`config.mk`:
```
export PLATFORM = sky130hd
export DESIGN_NAME = seq_tail_light
export DESIGN_NICKNAME = d
export VERILOG_FILES = /design/src/rtl/taillight_pkg.sv /design/src/rtl/step_prescaler.sv /design/src/rtl/seq_tail_light.sv
export SDC_FILE = /design/constraint.sdc
export NUM_CORES = 1
export LEC_CHECK = 0
export BUFFER_PORTS_ARGS = -buffer_cell sky130_fd_sc_hd__buf_2
export CAP_MARGIN = 20
export CORE_MARGIN = 4
export CORE_UTILIZATION = 51
export DETAILED_ROUTE_END_ITERATION = 10
export GPL_ROUTABILITY_DRIVEN = 1
export GPL_TIMING_DRIVEN = 0
export PLACE_DENSITY = 0.77
export SYNTH_ARGS = -nofsm -noshare
export SYNTH_HDL_FRONTEND = slang
export SYNTH_SLANG_ARGS = --single-unit
```
`constraint.sdc`:
```
create_clock -name clk -period 1.91 [get_ports clk]
set_input_delay 0.4775 -clock clk [delete_from_list [all_inputs] [get_ports clk]]
set_output_delay 0.4775 -clock clk [all_outputs]
set_load 0.005 [all_outputs]
```
`src/rtl/taillight_pkg.sv`:
```
// Shared types for the sequential tail-light controller: lamp mode encoding
// and the request-priority decoder.
package taillight_pkg;

  typedef enum logic [1:0] {
    IDLE  = 2'd0,
    LEFT  = 2'd1,
    RIGHT = 2'd2,
    HAZ   = 2'd3
  } mode_t;

  // Hazard wins, and a simultaneous left+right request is treated as hazard.
  function automatic mode_t decode_mode(input logic haz, input logic lt, input logic rt);
    if (haz || (lt && rt)) return HAZ;
    else if (lt)           return LEFT;
    else if (rt)           return RIGHT;
    else                   return IDLE;
  endfunction

endpackage

```
`src/rtl/step_prescaler.sv`:
```
// Step-rate prescaler: pulses tick once every STEP_DIV enabled clocks.
// clear restarts the count; a disabled prescaler sits at zero.
module step_prescaler #(
  parameter int STEP_DIV = 4
) (
  input  logic clk,
  input  logic rst,
  input  logic enable,
  input  logic clear,
  output logic tick
);

  localparam int CW = (STEP_DIV > 1) ? $clog2(STEP_DIV) : 1;
  localparam logic [CW-1:0] LAST = CW'(STEP_DIV - 1);

  logic [CW-1:0] count;

  assign tick = enable && (count == LAST);

  always_ff @(posedge clk or posedge rst) begin
    if (rst) begin
      count <= '0;
    end else if (clear || !enable) begin
      count <= '0;
    end else if (count == LAST) begin
      count <= '0;
    end else begin
      count <= count + CW'(1);
    end
  end

endmodule

```
`src/rtl/seq_tail_light.sv`:
```
// Parametrised sequential turn-signal / hazard controller with registered lamp
// outputs. Define TAILLIGHT_BRAKE_EN to add the brake-light overlay.
module seq_tail_light
  import taillight_pkg::*;
#(
  parameter int NUM_LAMPS = 3,
  parameter int STEP_DIV  = 4
) (
  input  logic                 clk,
  input  logic                 rst,
  input  logic                 lt,
  input  logic                 rt,
  input  logic                 haz,
  input  logic                 brake,
  output logic [NUM_LAMPS-1:0] li,
  output logic [NUM_LAMPS-1:0] ri,
  output logic                 busy
);

  localparam int PW = $clog2(NUM_LAMPS + 1);

  mode_t                mode, req;
  logic [PW-1:0]        phase, nxt_phase;
  logic                 mode_chg, tick;
  logic [NUM_LAMPS-1:0] mask, nxt_li, nxt_ri;

  step_prescaler #(.STEP_DIV(STEP_DIV)) u_prescaler (
    .clk    (clk),
    .rst    (rst),
    .enable (mode != IDLE),
    .clear  (mode_chg),
    .tick   (tick)
  );

`ifndef TAILLIGHT_BRAKE_EN
  logic unused_brake;
  assign unused_brake = brake;
`endif

  // Next mode/phase and the lamp pattern they imply; outputs register this so
  // lamps track the mode/phase registers with no input-to-output path.
  always_comb begin
    req       = decode_mode(haz, lt, rt);
    mode_chg  = (req != mode);
    nxt_phase = phase;
    if (mode_chg) begin
      nxt_phase = '0;
    end else if (tick) begin
      case (mode)
        LEFT, RIGHT: nxt_phase = (phase == PW'(NUM_LAMPS)) ? '0 : phase + PW'(1);
        HAZ:         nxt_phase = (phase == '0) ? PW'(1) : '0;
        default:     nxt_phase = '0;
      endcase
    end

    for (int k = 0; k < NUM_LAMPS; k++) begin
      mask[k] = (k < int'(nxt_phase));
    end

    nxt_li = '0;
    nxt_ri = '0;
    case (req)
      LEFT:    nxt_li = mask;
      RIGHT:   nxt_ri = mask;
      HAZ: begin
        nxt_li = (nxt_phase != '0) ? '1 : '0;
        nxt_ri = (nxt_phase != '0) ? '1 : '0;
      end
      default: ;
    endcase

`ifdef TAILLIGHT_BRAKE_EN
    if (brake) begin
      case (req)
        IDLE: begin
          nxt_li = '1;
          nxt_ri = '1;
        end
        LEFT:    nxt_ri = '1;
        RIGHT:   nxt_li = '1;
        default: ;
      endcase
    end
`endif
  end

  always_ff @(posedge clk or posedge rst) begin
    if (rst) begin
      mode  <= IDLE;
      phase <= '0;
      li    <= '0;
      ri    <= '0;
      busy  <= 1'b0;
    end else begin
      mode  <= req;
      phase <= nxt_phase;
      li    <= nxt_li;
      ri    <= nxt_ri;
      busy  <= (req != IDLE);
    end
  end

endmodule

```
==> flow_metrics.env <==
export IMPL_setup_slack_ns=0.156
export IMPL_initial_utilization=0.575
export IMPL_synth_nets=71
export IMPL_drtPass1Iterations=4
export IMPL_synth_seq_cells=13
export IMPL_crit_fanout=7
export IMPL_fin_area_um2=781
export IMPL_vias_per_cell=5.38
export IMPL_clk_latency_ns=0.28
export IMPL_dp_slack_ns=0.192
export IMPL_r2r_start="mode[0]"
export IMPL_drive_gt1_frac=0.307
export IMPL_post_cts_buffers=0
export IMPL_hold_path_class="primary input to asynchronous set/reset pin"
export IMPL_synth_edf_count=0
export IMPL_peakVddDrop_v=0.000446
export IMPL_relSlewSlack=0.673
export IMPL_die_area_um2=1990
export IMPL_vias=479
export IMPL_critPathRequiredTime_ns=2.11
export IMPL_remaining_drc_errors=0
export IMPL_dominantRegCellSynth="dfrtp_1"
export IMPL_critPathLaunch="mode[0]"
export IMPL_wl_per_cell_um=13.7
export IMPL_setup_viol=0
export IMPL_ys_types=27
export IMPL_ios=13
export IMPL_period_needed_ns=1.75
export IMPL_rsz0062_at_grt="false"
export IMPL_synth_compound_area_frac=0.143
export IMPL_floorplan_die_width_um=44.6
export IMPL_postSynthAreaPerCell_um2=11.4
export IMPL_grt_util_met2=0.226
export IMPL_overflow=0
export IMPL_grt_busiest_layer="met2"
export IMPL_clock_skew_ns=0.00436
export IMPL_synthSimpleGateAreaFrac=0.198
export IMPL_place_area_um2=754
export IMPL_grt_pass1_vias=445
export IMPL_final_common_cell="dfrtp_1"
export IMPL_max_cap_viol_count=0
export IMPL_worst_setup_path_end_kind="flop"
export IMPL_antenna_left=0
export IMPL_cts_sinks=13
export IMPL_critPathTopFamily="flip-flops"
export IMPL_seq_area_frac_synth=0.477
export IMPL_cp_buffers_inverters=1
export IMPL_p_per_area_nw_per_um2=704
export IMPL_grt_start_max_net_pins=14
export IMPL_htreeDepth=1
export IMPL_fin_crit_sh=0.918
export IMPL_cts_resized=0
export IMPL_ff2ff_setup_slack_ns=0.16
export IMPL_hold_viol=0
export IMPL_synthMuxAreaShare=0.0330
export IMPL_arrival_ns=1.96
export IMPL_cts_root_buf="clkbuf_4"
export IMPL_crit_chain="inv_1, ha_1, nor2b_4, mux2i_4, nand3_2, o22ai_1"
export IMPL_die_h_um=44.6
export IMPL_final_nets=87
export IMPL_hpwl_um=942
export IMPL_worst_pin_slew_ns=0.490
export IMPL_cts_buffers=3
export IMPL_gp_congestion=0.840
export IMPL_cts_tree="yes"
export IMPL_fin_total_pwr_mw=0.549
export IMPL_synth_top_family_by_area="simple AND/OR/NAND/NOR gates"
export IMPL_cts_reportedPaths_clkPinSlew_ns=0.08
export IMPL_ys_async_sr_fraction=1.00
export IMPL_critPathMaxStageDelay_ns=0.46
export IMPL_tns_ns=0
export IMPL_cts_buffer_depth=2
export IMPL_yosys_warnings=0
export IMPL_critical_path_class="flop to flop"
export IMPL_syn_area_um2=682
export IMPL_grtUsageMet1=0.151
export IMPL_use_met3=0.0650
export IMPL_cts_hold_buf=0
export IMPL_final_cell_mix="dfrtp_1, buf_2, nor2_1"
export IMPL_p_leak_nw=0.385
export IMPL_start_kind="flop"
export IMPL_synthXorXnorAreaFrac=0.0128
export IMPL_grt_use_total=0.139
export IMPL_placementRows=12
export IMPL_grt_pass1_wl_um=1910
export IMPL_fmax_ghz=0.570
export IMPL_drt_iter0_drc=8
export IMPL_slowest_stage="dfrtp_1"
export IMPL_wl_um=1220
export IMPL_area_growth_pct=14.5
export IMPL_antenna_found_initial=0
export IMPL_maxSlewViolCount=0
export IMPL_numPortBuffers=11
export IMPL_syn_inst=60
export IMPL_status="completed"
export IMPL_n_antenna_cell=0
export IMPL_synthAdderAreaFrac=0.0917
export IMPL_core_area_um2=1190
export IMPL_whs_ns=0.204
[stage by stage]
step | util | instances
6_report | 0.658 | 89
3_5_place_dp | 0.636 | 85
4_1_cts | 0.658 | 89
3_3_place_gp | 0.636 | 85
5_1_grt | 0.658 | 89
2_1_floorplan | - | 60
[layout make-up]
| type | instances | area, µm² |
|---|---|---|
| clock buffer | 4 | 26.3 |
| fill | 103 | 405 |
| inverter | 8 | 30.0 |
| multi-input combinational | 39 | 327 |
| sequential | 13 | 325 |
| tap | 14 | 17.5 |
| timing repair buffer | 11 | 55.1 |
[sequential cells by signal (all words and copies together) (netlist names)]
signal,flops
busy,1
u_prescaler.count,2
li,3
ri,3
mode,2
phase,2
[metal layers]
metal | vias up | part of all wire
met4 | 0 | 0.019
met5 | - | 0
met3 | 4 | 0.067
met2 | 15 | 0.50
li1 | 238 | -
met1 | 222 | 0.42
[kinds of logic (layout without fill, tap and decap cells)]
family / Yosys count / after routing
compound gates: 11 / 11
xor+xnor: 1 / 1
fa+ha+maj: 5 / 5
buf+inv: 8 / 23
flops: 13 / 13
mux: 1 / 1
simple gates: 21 / 21
[cell usage after synthesis, types with 2 or more instances]
library cell / number / share of area
o22ai_1: 2 / 0.018
a41oi_1: 2 / 0.026
inv_1: 6 / 0.033
ha_1: 5 / 0.092
nand2_1: 3 / 0.017
dfrtp_1: 13 / 0.48
a31oi_1: 2 / 0.018
nor2_1: 8 / 0.044
[path summary, 6_finish.rpt]
| kind | cells after the start | endpoint |
|---|---|---|
| max in group asynchronous | 2 | phase[0] |
| max reg2reg | 6 | ri[2] |
| max | 6 | ri[2] |
| min reg2reg | 1 | u_prescaler.count[0] |
| min in group clk | 2 | busy |
| min | 2 | li[2] |
[power breakdown]
group          internal [mW]  leakage (nW)  total [mW]  switching, mW
sequential             0.288         0.168       0.297        0.00920
clock                 0.0810        0.0150       0.171         0.0895
combinational         0.0351         0.202      0.0819         0.0468
(Power assumes the default switching activity.)
